--- src/rtl/arbitro_escritura_br_pkg.sv ---
// Shared constants and source encoding for the register-bank write-back arbiter.
package arbitro_escritura_br_pkg;

  localparam int DATA_W = 32;
  localparam int ADDR_W = 5;
  localparam int NREG   = 2 ** ADDR_W;

  typedef enum logic {
    SRC_ALU = 1'b0,
    SRC_MEM = 1'b1
  } src_e;

endpackage

--- src/rtl/arbitro_rr2.sv ---
// Two-way round-robin arbiter. Bit 0 is the ALU request, bit 1 is the memory-load request.
module arbitro_rr2
  import arbitro_escritura_br_pkg::*;
(
  input  logic       clk,
  input  logic       rst_n,
  input  logic [1:0] req,
  input  logic       accept,
  output logic [1:0] grant
);

  src_e last_grant_q;
  src_e last_grant_d;

  // On a tie the source that did not win last time gets the port.
  always_comb begin
    grant = 2'b00;
    unique case (req)
      2'b01:   grant = 2'b01;
      2'b10:   grant = 2'b10;
      2'b11:   grant = (last_grant_q == SRC_ALU) ? 2'b10 : 2'b01;
      default: grant = 2'b00;
    endcase
  end

  always_comb begin
    last_grant_d = last_grant_q;
    if (accept) begin
      last_grant_d = grant[1] ? SRC_MEM : SRC_ALU;
    end
  end

  always_ff @(posedge clk or negedge rst_n) begin
    if (!rst_n) begin
      last_grant_q <= SRC_ALU;
    end else begin
      last_grant_q <= last_grant_d;
    end
  end

endmodule

--- src/rtl/arbitro_escritura_br.sv ---
// Write-back arbiter and busy-register scoreboard in front of the single bank write port.
// Valid/ready: a producer holds Valid/Reg/Data until Valid && Ready is seen at a rising Clk edge.
module arbitro_escritura_br
  import arbitro_escritura_br_pkg::*;
(
  input  logic              Clk,
  input  logic              Rst_n,
  input  logic              Alu_Valid,
  output logic              Alu_Ready,
  input  logic [ADDR_W-1:0] Alu_Reg,
  input  logic [DATA_W-1:0] Alu_Data,
  input  logic              Mem_Valid,
  output logic              Mem_Ready,
  input  logic [ADDR_W-1:0] Mem_Reg,
  input  logic [DATA_W-1:0] Mem_Data,
  input  logic              Issue_Valid,
  input  logic [ADDR_W-1:0] Issue_Reg,
  input  logic [ADDR_W-1:0] Read_Reg1,
  input  logic [ADDR_W-1:0] Read_Reg2,
  output logic              Stall,
  output logic [ADDR_W-1:0] Write_Reg,
  output logic [DATA_W-1:0] Write_Data,
  output logic              RegWrite
);

  logic [1:0]        grant;
  logic              accept;
  logic [ADDR_W-1:0] sel_reg;
  logic [DATA_W-1:0] sel_data;

  logic              reg_write_q, reg_write_d;
  logic [ADDR_W-1:0] write_reg_q, write_reg_d;
  logic [DATA_W-1:0] write_data_q, write_data_d;
  logic [NREG-1:0]   busy_q, busy_d;

  arbitro_rr2 u_rr2 (
    .clk    (Clk),
    .rst_n  (Rst_n),
    .req    ({Mem_Valid, Alu_Valid}),
    .accept (accept),
    .grant  (grant)
  );

  assign Alu_Ready = grant[0];
  assign Mem_Ready = grant[1];

  // A grant is only ever given to a valid request, so any grant is an accept.
  always_comb begin
    accept   = |grant;
    sel_reg  = grant[1] ? Mem_Reg  : Alu_Reg;
    sel_data = grant[1] ? Mem_Data : Alu_Data;
  end

  always_comb begin
    reg_write_d  = 1'b0;
    write_reg_d  = write_reg_q;
    write_data_d = write_data_q;
    if (accept) begin
      reg_write_d  = (sel_reg != '0);
      write_reg_d  = sel_reg;
      write_data_d = sel_data;
    end
  end

  // Clear for the write leaving the port, then set for the new issue so a re-issue wins.
  always_comb begin
    busy_d = busy_q;
    if (reg_write_q) begin
      busy_d[write_reg_q] = 1'b0;
    end
    if (Issue_Valid) begin
      busy_d[Issue_Reg] = 1'b1;
    end
    busy_d[0] = 1'b0;
  end

  always_ff @(posedge Clk or negedge Rst_n) begin
    if (!Rst_n) begin
      reg_write_q  <= 1'b0;
      write_reg_q  <= '0;
      write_data_q <= '0;
      busy_q       <= '0;
    end else begin
      reg_write_q  <= reg_write_d;
      write_reg_q  <= write_reg_d;
      write_data_q <= write_data_d;
      busy_q       <= busy_d;
    end
  end

  assign RegWrite   = reg_write_q;
  assign Write_Reg  = write_reg_q;
  assign Write_Data = write_data_q;
  assign Stall      = busy_q[Read_Reg1] | busy_q[Read_Reg2];

endmodule
--- config.mk ---
export PLATFORM = sky130hd
export DESIGN_NAME = arbitro_escritura_br
export DESIGN_NICKNAME = d
export VERILOG_FILES = /design/src/rtl/arbitro_escritura_br_pkg.sv /design/src/rtl/arbitro_rr2.sv /design/src/rtl/arbitro_escritura_br.sv
export SDC_FILE = /design/constraint.sdc
export NUM_CORES = 1
export LEC_CHECK = 0
export ABC_AREA = 0
export CAP_MARGIN = 20
export CORE_UTILIZATION = 58
export CTS_BUF_LIST = sky130_fd_sc_hd__clkbuf_8
export CTS_CLUSTER_DIAMETER = 30
export DETAILED_ROUTE_END_ITERATION = 10
export DONT_BUFFER_PORTS = 1
export PLACE_DENSITY = 0.81
export SETUP_SLACK_MARGIN = 0.1
export SLEW_MARGIN = 20
export SYNTH_ARGS = -nofsm -noshare
export SYNTH_HDL_FRONTEND = slang
export SYNTH_HIERARCHICAL = 1
export SYNTH_SLANG_ARGS = --single-unit
--- constraint.sdc ---
create_clock -name Clk -period 2.55 [get_ports Clk]
set_input_delay 0.51 -clock Clk [delete_from_list [all_inputs] [get_ports Clk]]
set_output_delay 0.51 -clock Clk [all_outputs]
set_load 0.02 [all_outputs]
==> results of run 1 <==
area by class of cell:
cell class                      count  area, µm²
Clock inverter                      7       90.1
Sequential cell                    70       1750
Fill cell                         457       2030
Timing Repair Buffer                5       57.6
Multi-Input combinational cell    253       1870
Clock buffer                        9        124
Inverter                            2       7.51
Tap cell                           75       93.8
critical path, stage by stage, from the launching register on:
cell and delay (ns):
dfrtp_1 0.40, mux4_2 0.50, a22oi_2 0.17, o311ai_1 0.11
a221o_1 0.42
logic make-up after synthesis:
kind of cell / Yosys count / synth area share
AO/OA/AOI/OAI: 111 / 0.162
buffers and inverters: 23 / 0.0284
flip-flops: 70 / 0.474
multiplexers: 63 / 0.228
AND/OR/NAND/NOR: 79 / 0.108
synth_stat cells:
cell / n
nor4_1: 1
nor3b_1: 1
or4b_2: 1
nand2b_1: 2
o21ai_0: 98
a21boi_2: 1
mux2_2: 6
or2_2: 1
a221oi_1: 1
nand3b_1: 10
or3b_2: 4
and3b_1: 1
and2_1: 1
o221ai_1: 2
nor2b_1: 2
and2b_1: 1
or3_1: 2
buf_6: 1
a21oi_1: 1
o22ai_1: 1
mux2i_1: 41
buf_1: 3
a21boi_0: 1
a22oi_1: 1
buf_4: 1
inv_1: 2
mux4_1: 3
mux2_4: 1
dfrtp_1: 70
o311ai_1: 1
buf_2: 6
clkbuf_1: 10
a2111oi_0: 2
nand2_1: 42
a221o_1: 1
o31ai_1: 1
nor2_1: 6
mux4_2: 12
nand3_1: 4
power groups by stage:
stage / clock network, mW / registers, mW / logic [mW]
final: 0.950 / 1.94 / 0.909
after global routing: 1.02 / 1.98 / 1.01
after CTS: 0.962 / 1.93 / 0.883
after detailed placement: 0 / 1.95 / 0.843
after global placement: 0 / 1.94 / 0.790
after floorplan: 0 / 1.78 / 0.747
flip-flops by register name, indices dropped and copies added (netlist names):
name                cells
RegWrite                1
Write_Data             32
Write_Reg               5
busy_q                 31
u_rr2/last_grant_q      1
per-stage QoR:
step           hold slack [ns]  setup slack (ns)  total power [mW]   util  std cells
3_5_place_dp             0.217             0.278              2.79  0.620        403
6_report                0.0387             0.110              3.80  0.663        421
3_3_place_gp             0.217             0.303              2.73  0.620        403
4_1_cts                 0.0575            0.0951              3.78  0.661        420
5_1_grt                 0.0631            0.0419              4.01  0.663        421
2_1_floorplan            0.214             0.172              2.53      -        346
final timing paths:
| kind | start | cells past startpoint | endpoint | slack (ns) |
|---|---|---|---|---|
| max | busy_q[7]$_DFF_PN0_ | 4 | Stall | 0.11 |
| min in group Clk | Mem_Data[29] | 2 | Write_Data[29]$_DFFE_PN0P_ | 0.29 |
| max in group asynchronous | Rst_n | 1 | busy_q[12]$_DFF_PN0_ | 2.21 |
| max reg2reg | u_rr2/last_grant_q$_DFFE_PN0P_ | 4 | u_rr2/last_grant_q$_DFFE_PN0P_ | 0.74 |
| min reg2reg | busy_q[19]$_DFF_PN0_ | 2 | busy_q[19]$_DFF_PN0_ | 0.55 |
| min | Rst_n | 1 | busy_q[4]$_DFF_PN0_ | 0.04 |
routing by layer:
layer | routed length [µm] | global-route usage
met5 | 0 | 0
met4 | 150 | 0.125
met3 | 760 | 0.0778
met2 | 4490 | 0.436
met1 | 3430 | 0.324
repair_timing:
action / in CTS / in global routing
setup buffers: 0 / 1
endpoints found under the setup margin: 1 / 1
hold endpoints to repair: 70 / 0
resized for setup: 3 / 1
pin swaps: 2 / 1
hold buffers: 1 / 0
==> flow_summary.json, run 1 <==
{
  "cts_max_level": 3,
  "ios": 135,
  "wl_per_cell_um": 21.0,
  "final_layout_size_suffix_gt1_frac": 0.147,
  "ys_seq_elements": 70,
  "setup_viol": 0,
  "path_class": "reg2out",
  "final_common_cell": "o21ai_0",
  "crit_fanout": 3,
  "cts.path.max_buffers": 2,
  "syn_nets": 440,
  "antenna_found_initial": 0,
  "die_w_um": 81.8,
  "synthDominantCellAreaShare": 0.474,
  "gp_routability_congestion": 0.878,
  "fin_area_um2": 4000,
  "start_util": 0.614,
  "final.setup.tns_ns": 0,
  "layout_common_cells": "o21ai_0, dfrtp_1, nand2_1",
  "diodes": 0,
  "p_seq_frac": 0.511,
  "rsz0062_at_grt": "true",
  "worst_setup_path_end_kind": "output port",
  "synth_cell_type_count": 39,
  "drt_first_iter_violations": 182,
  "grt_max_degree": 78,
  "hold_class": "in2async",
  "ys_warn_count": 6,
  "period_share": 0.957,
  "vias": 2796,
  "gr-total-overflow": 0,
  "clkLatencyLatePin_ns": 0.34,
  "status": "finished clean",
  "num_rows": 28,
  "hold_violations": 0,
  "netlist_area_um2": 3700,
  "syn_inst": 346,
  "yosysTopAreaCell": "dfrtp_1",
  "p_leak_nw": 1.59,
  "syn2layout_area_growth_pct": 8.12,
  "final_nets": 435,
  "die_h_um": 81.8,
  "powerDensity_nw_per_um2": 951,
  "drc": 0,
  "placed_area_um2": 3730,
  "p_int_mw": 2.50,
  "final.min_clock_period_ns": 2.44,
  "yosys-top-cells-area": "dfrtp_1, o21ai_0, mux2i_1",
  "p_sw_frac": 0.342,
  "grt_pass1_wl_mm": 12.9,
  "tightestPinTransition_ns": 0.639,
  "max_slew_margin": 0.574,
  "wl_mm": 8.83,
  "dp_hpwl_mm": 6.28,
  "slew_viol_final": 0,
  "avgSynthCellArea_um2": 10.7,
  "power.switching_mw": 1.30,
  "p_clk_frac": 0.250,
  "root_buffer": "clkbuf_8",
  "design.core.area_um2": 6030,
  "tritoncts": "yes",
  "clock-sinks": 70,
  "clkTransAtPathRegs_ns": 0.07,
  "peakVddDrop_v": 0.000661,
  "cap_viol_max_count": 0,
  "cp-start-kind": "flip-flop",
  "yosysSeqAreaShare": 0.474,
  "clock_skew_ns": 0.00878,
  "required_ns": 2.04,
  "port_buffers": 0,
  "crit_arrival_ns": 1.93,
  "track_usage": 0.266,
  "antenna_left": 0,
  "die-area_um2": 6700,
  "p_comb_frac": 0.239,
  "vias_per_cell": 6.64,
  "cts_buffers": 9,
  "drt_pass1_iterations": 4,
  "fmax_mhz": 410,
  "grt_pass1_vias": 2671
}
Power figures use the tool's default switching activity.
==> inputs of run 2 (changes only) <==
Settings changed: CTS_BUF_LIST sky130_fd_sc_hd__clkbuf_8 to default.
==> run 2 against run 1 <==
- sequential power barely moved
- largest cell class unchanged
- maximum frequency is essentially flat
- count of clock-buffer cells in the layout is 1 higher
- first-iteration DRC count fell by 0.55%
- global-route usage did not move
- cell area did not move
==> flow_summary.json, run 2 (synthesis results as in run 1) <==
{
  "start_util": 0.614,
  "diodes": 0,
  "grt_pass1_wl_mm": 12.9,
  "layout_common_cells": "o21ai_0, dfrtp_1, nand2_1",
  "fmax_mhz": 410,
  "final_common_cell": "o21ai_0",
  "num_rows": 28,
  "max_slew_margin": 0.574,
  "status": "finished clean",
  "wl_mm": 8.81,
  "tritoncts": "yes",
  "dp_hpwl_mm": 6.28,
  "reg2reg_depth": 4,
  "ios": 135,
  "r2r_slack_ns": 0.74,
  "p_leak_nw": 1.58,
  "die-area_um2": 6700,
  "cp-start-kind": "flip-flop",
  "largest_register_ffs": 32,
  "powerDensity_nw_per_um2": 952,
  "crit_fanout": 3,
  "clock-sinks": 70,
  "tightestPinTransition_ns": 0.639,
  "port_buffers": 0,
  "clock_skew_ns": 0.00878,
  "final_layout_size_suffix_gt1_frac": 0.147,
  "required_ns": 2.04,
  "fin_area_um2": 4000,
  "grt_pass1_vias": 2671,
  "hold_violations": 0,
  "cts.path.max_buffers": 2,
  "slew_viol_final": 0,
  "final.min_clock_period_ns": 2.44,
  "period_share": 0.957,
  "clkTransAtPathRegs_ns": 0.07,
  "setup_viol": 0,
  "root_buffer": "clkbuf_8",
  "antenna_left": 0,
  "vias": 2799,
  "worst_setup_path_end_kind": "output port",
  "cts_buffers": 9,
  "track_usage": 0.266,
  "cp_cell_sequence": "mux4_2 > a22oi_2 > o311ai_1 > a221o_1",
  "worst_path_largest_cell_delay_ns": 0.50,
  "gp_routability_congestion": 0.878,
  "clkLatencyLatePin_ns": 0.34,
  "final.setup.tns_ns": 0,
  "die_h_um": 81.8,
  "reg2reg_to": "u_rr2/last_grant_q$_DFFE_PN0P_",
  "drt_pass1_iterations": 4,
  "grt_max_degree": 78,
  "syn2layout_area_growth_pct": 8.12,
  "wl_per_cell_um": 20.9,
  "die_w_um": 81.8,
  "drt_first_iter_violations": 181,
  "crit_slowest_cell": "mux4_2",
  "post-place-cells": 403,
  "gr-total-overflow": 0,
  "cts_max_level": 3,
  "crit_arrival_ns": 1.93,
  "vias_per_cell": 6.65,
  "path_class": "reg2out",
  "r2r-start": "u_rr2/last_grant_q$_DFFE_PN0P_",
  "rsz0062_at_grt": "true",
  "final_nets": 435,
  "peakVddDrop_v": 0.000661,
  "cap_viol_max_count": 0,
  "design.core.area_um2": 6030,
  "stdcell_count": 421,
  "drc": 0,
  "placed_area_um2": 3730,
  "hold_class": "in2async",
  "antenna_found_initial": 0
}
[run 2: cell type report]
| class | count | area, µm² |
|---|---|---|
| well taps | 75 | 93.8 |
| clock buffers | 10 | 128 |
| repair buffers | 5 | 57.6 |
| multi-input cells | 253 | 1870 |
| flip-flops and latches | 70 | 1750 |
| fillers | 457 | 2030 |
| clock inverters | 6 | 86.3 |
| inverters | 2 | 7.51 |
[run 2: how the worst max path moves through the flow]
stage / startpoint / slack (ns) / cells past startpoint / endpoint
6_report: busy_q[7]$_DFF_PN0_ / 0.11 / 4 / Stall
5_1_grt: busy_q[28]$_DFF_PN0_ / 0.04 / 4 / Stall
4_1_cts: busy_q[28]$_DFF_PN0_ / 0.1 / 4 / Stall
3_5_place_dp: Read_Reg1[0] / 0.28 / 4 / Stall
3_3_place_gp: Read_Reg1[0] / 0.30 / 4 / Stall
2_1_floorplan: Read_Reg1[1] / 0.17 / 5 / Stall
[run 2: metal layers]
metal,vias up,GRT usage,routed length (µm)
li1,1268,-,-
met1,1366,0.324,3410
met2,152,0.436,4510
met3,13,0.0778,758
met4,0,0.125,130
met5,-,0,0
[run 2: repair_timing]
item / in CTS / in global routing
pin swaps: 2 / 1
resized for setup: 3 / 1
setup endpoints to repair: 1 / 1
endpoints found under the hold margin: 70 / 0
buffers inserted: 0 / 1
hold buffers: 1 / 0
[run 2: stage by stage]
step | utilization | hold slack [ns] | power [mW] | setup WS [ns]
finish | 0.663 | 0.0387 | 3.81 | 0.110
global route | 0.663 | 0.0631 | 4.01 | 0.0419
CTS | 0.661 | 0.0575 | 3.78 | 0.0951
detailed placement | 0.620 | 0.217 | 2.79 | 0.278
global placement | 0.620 | 0.217 | 2.73 | 0.303
floorplan | - | 0.214 | 2.53 | 0.172
[run 2: worst max-delay path, delay by kind of cell (launching register included)]
kind,cells,cell delay [ns]
AO/OA/AOI/OAI,3,0.70
multiplexers,1,0.50
flip-flops,1,0.40
[run 2: where the power goes]
| group | internal [mW] | total [mW] | leakage, nW | switching, mW |
|---|---|---|---|---|
| sequential | 1.46 | 1.94 | 0.816 | 0.479 |
| combinational | 0.495 | 0.909 | 0.661 | 0.414 |
| clock | 0.549 | 0.953 | 0.106 | 0.404 |
| total | 2.51 | 3.81 | 1.58 | 1.30 |
==> inputs of run 3 (changes only) <==
Settings changed: CELL_PAD_IN_SITES_DETAIL_PLACEMENT from default to 1, CELL_PAD_IN_SITES_GLOBAL_PLACEMENT from default to 2, CORE_UTILIZATION 58 to 38, PLACE_DENSITY 0.81 to 0.86.
==> run 3 against run 2 <==
- register-to-register slack about the same
- core utilization down 23 points
- power down 1.1%
- clock skew up 0.00061 ns
- sequential power about the same
- non-clock buffer count unchanged
- sequential share of layout area down 0.58 points
- worst setup slack worse by 0.032 ns
- largest cell class unchanged
- largest power group unchanged
- highest routed layer unchanged
==> flow_summary.json, run 3 (synthesis results as in run 1) <==
{
  "antenna_found_initial": 0,
  "period_share": 0.969,
  "cts.path.max_buffers": 2,
  "final_common_cell": "o21ai_0",
  "powerDensity_nw_per_um2": 929,
  "gr-total-overflow": 0,
  "layout_common_cells": "o21ai_0, dfrtp_1, nand2_1",
  "final.setup.tns_ns": 0,
  "post-place-cells": 457,
  "crit_arrival_ns": 1.96,
  "cap_viol_max_count": 0,
  "r2r-start": "u_rr2/last_grant_q$_DFFE_PN0P_",
  "wl_met3_um": 900,
  "cp_cell_sequence": "mux4_2 > a22oi_2 > o311ai_1 > a221o_1",
  "max_slew_margin": 0.563,
  "design.core.area_um2": 9330,
  "m1WireLength_mm": 4.10,
  "wl_per_cell_um": 21.9,
  "final_nets": 435,
  "clock_skew_ns": 0.00939,
  "grt_max_degree": 78,
  "cts_max_level": 3,
  "multi_input_area_um2": 1880,
  "hold_violations": 0,
  "p_comb_frac": 0.244,
  "wl_met2_mm": 5.33,
  "worst_path_largest_cell_delay_ns": 0.50,
  "path_class": "reg2out",
  "final_layout_size_suffix_gt1_frac": 0.147,
  "wl_mm": 10.4,
  "reg2reg_to": "u_rr2/last_grant_q$_DFFE_PN0P_",
  "path_buf_inv": 0,
  "die-area_um2": 10100,
  "p_int_mw": 2.41,
  "rsz0062_at_grt": "true",
  "regArea_um2": 1750,
  "clkTransAtPathRegs_ns": 0.08,
  "die_h_um": 101,
  "hold_class": "in2async",
  "topRoutingLayerUsed": "met4",
  "worst_setup_path_end_kind": "output port",
  "drt_pass1_iterations": 4,
  "cp.depth": 4,
  "crit_fanout": 3,
  "stdcell_count": 475,
  "dp_hpwl_mm": 7.66,
  "start_util": 0.396,
  "slew_viol_final": 0,
  "grt_pass1_wl_mm": 16.4,
  "p_seq_frac": 0.525,
  "fill_cells": 1026,
  "critical_path.top_delay_family": "compound AO/OA/AOI/OAI gates",
  "reg2reg_depth": 4,
  "port_buffers": 0,
  "cp-start-kind": "flip-flop",
  "tightestPinTransition_ns": 0.656,
  "root_buffer": "clkbuf_8",
  "drt_first_iter_violations": 154,
  "largest_register_ffs": 32,
  "setup_viol": 0,
  "grt_pass1_vias": 3026,
  "status": "finished clean",
  "ios": 135,
  "clock-sinks": 70,
  "cts_buffers": 9,
  "peakVddDrop_v": 0.000364,
  "drc": 0,
  "gp_routability_congestion": 0.837,
  "vias": 2840,
  "clkLatencyLatePin_ns": 0.34,
  "vias_per_cell": 5.98,
  "r2r_slack_ns": 0.73,
  "antenna_left": 0,
  "tritoncts": "yes",
  "fmax_mhz": 405,
  "p_sw_frac": 0.359,
  "track_usage": 0.215,
  "final.min_clock_period_ns": 2.47,
  "p_clk_frac": 0.232,
  "crit_slowest_cell": "mux4_2",
  "num_rows": 35,
  "required_ns": 2.04,
  "p_leak_nw": 1.58,
  "die_w_um": 101,
  "diodes": 0,
  "power.switching_mw": 1.35,
  "syn2layout_area_growth_pct": 9.58
}
-- run 3: per-layer routing --
layer,vias up,track usage
met5,-,0
met4,0,0.0502
met3,10,0.0749
met2,125,0.372
met1,1440,0.256
li1,1265,-
-- run 3: cell type report --
class | instances | share of cell area
well taps | 129 | 0.0398
multi-input cells | 253 | 0.464
flip-flops and latches | 70 | 0.432
clock buffers | 11 | 0.0324
clock inverters | 5 | 0.0124
repair buffers | 5 | 0.0173
inverters | 2 | 0.00185
-- run 3: power groups by stage --
stage / clock (mW) / sequential, mW / combinational, mW
after floorplan: 0 / 1.78 / 0.747
after global placement: 0 / 1.96 / 0.806
after detailed placement: 0 / 1.99 / 0.866
after CTS: 0.882 / 1.97 / 0.923
after global routing: 0.932 / 2.02 / 1.04
final: 0.871 / 1.97 / 0.917
-- run 3: how the worst max path moves through the flow --
stage	startpoint	to	slack [ns]
5_1_grt	busy_q[28]$_DFF_PN0_	Stall	0.009
2_1_floorplan	Read_Reg1[1]	Stall	0.17
3_5_place_dp	Read_Reg1[0]	Stall	0.24
3_3_place_gp	Read_Reg1[0]	Stall	0.29
6_report	busy_q[7]$_DFF_PN0_	Stall	0.08
4_1_cts	busy_q[7]$_DFF_PN0_	Stall	0.05
-- run 3: what timing repair did --
item	CTS	global route
pin swaps	3	0
cloned	0	0
hold buffers	1	0
resized for setup	4	2
hold endpoints to repair	70	0
buffers inserted	1	0
endpoints found under the setup margin	1	1
-- run 3: stage by stage --
stage	utilization	area [µm²]	setup slack (ns)	hold slack (ns)	total power, mW
after detailed placement	0.409	3810	0.244	0.216	2.86
after floorplan	-	3700	0.172	0.214	2.53
final	0.434	4050	0.0780	0.0242	3.76
after global routing	0.434	4050	0.00877	0.0586	3.99
after global placement	0.409	3810	0.289	0.216	2.76
after CTS	0.434	4050	0.0502	0.0524	3.78
-- run 3: worst register-to-register path: stages (launching register included) --
cell	delay (ns)
dfrtp_1	0.42
a21boi_4	0.17
buf_4	0.55
or2_2	0.26
mux2_4	0.30
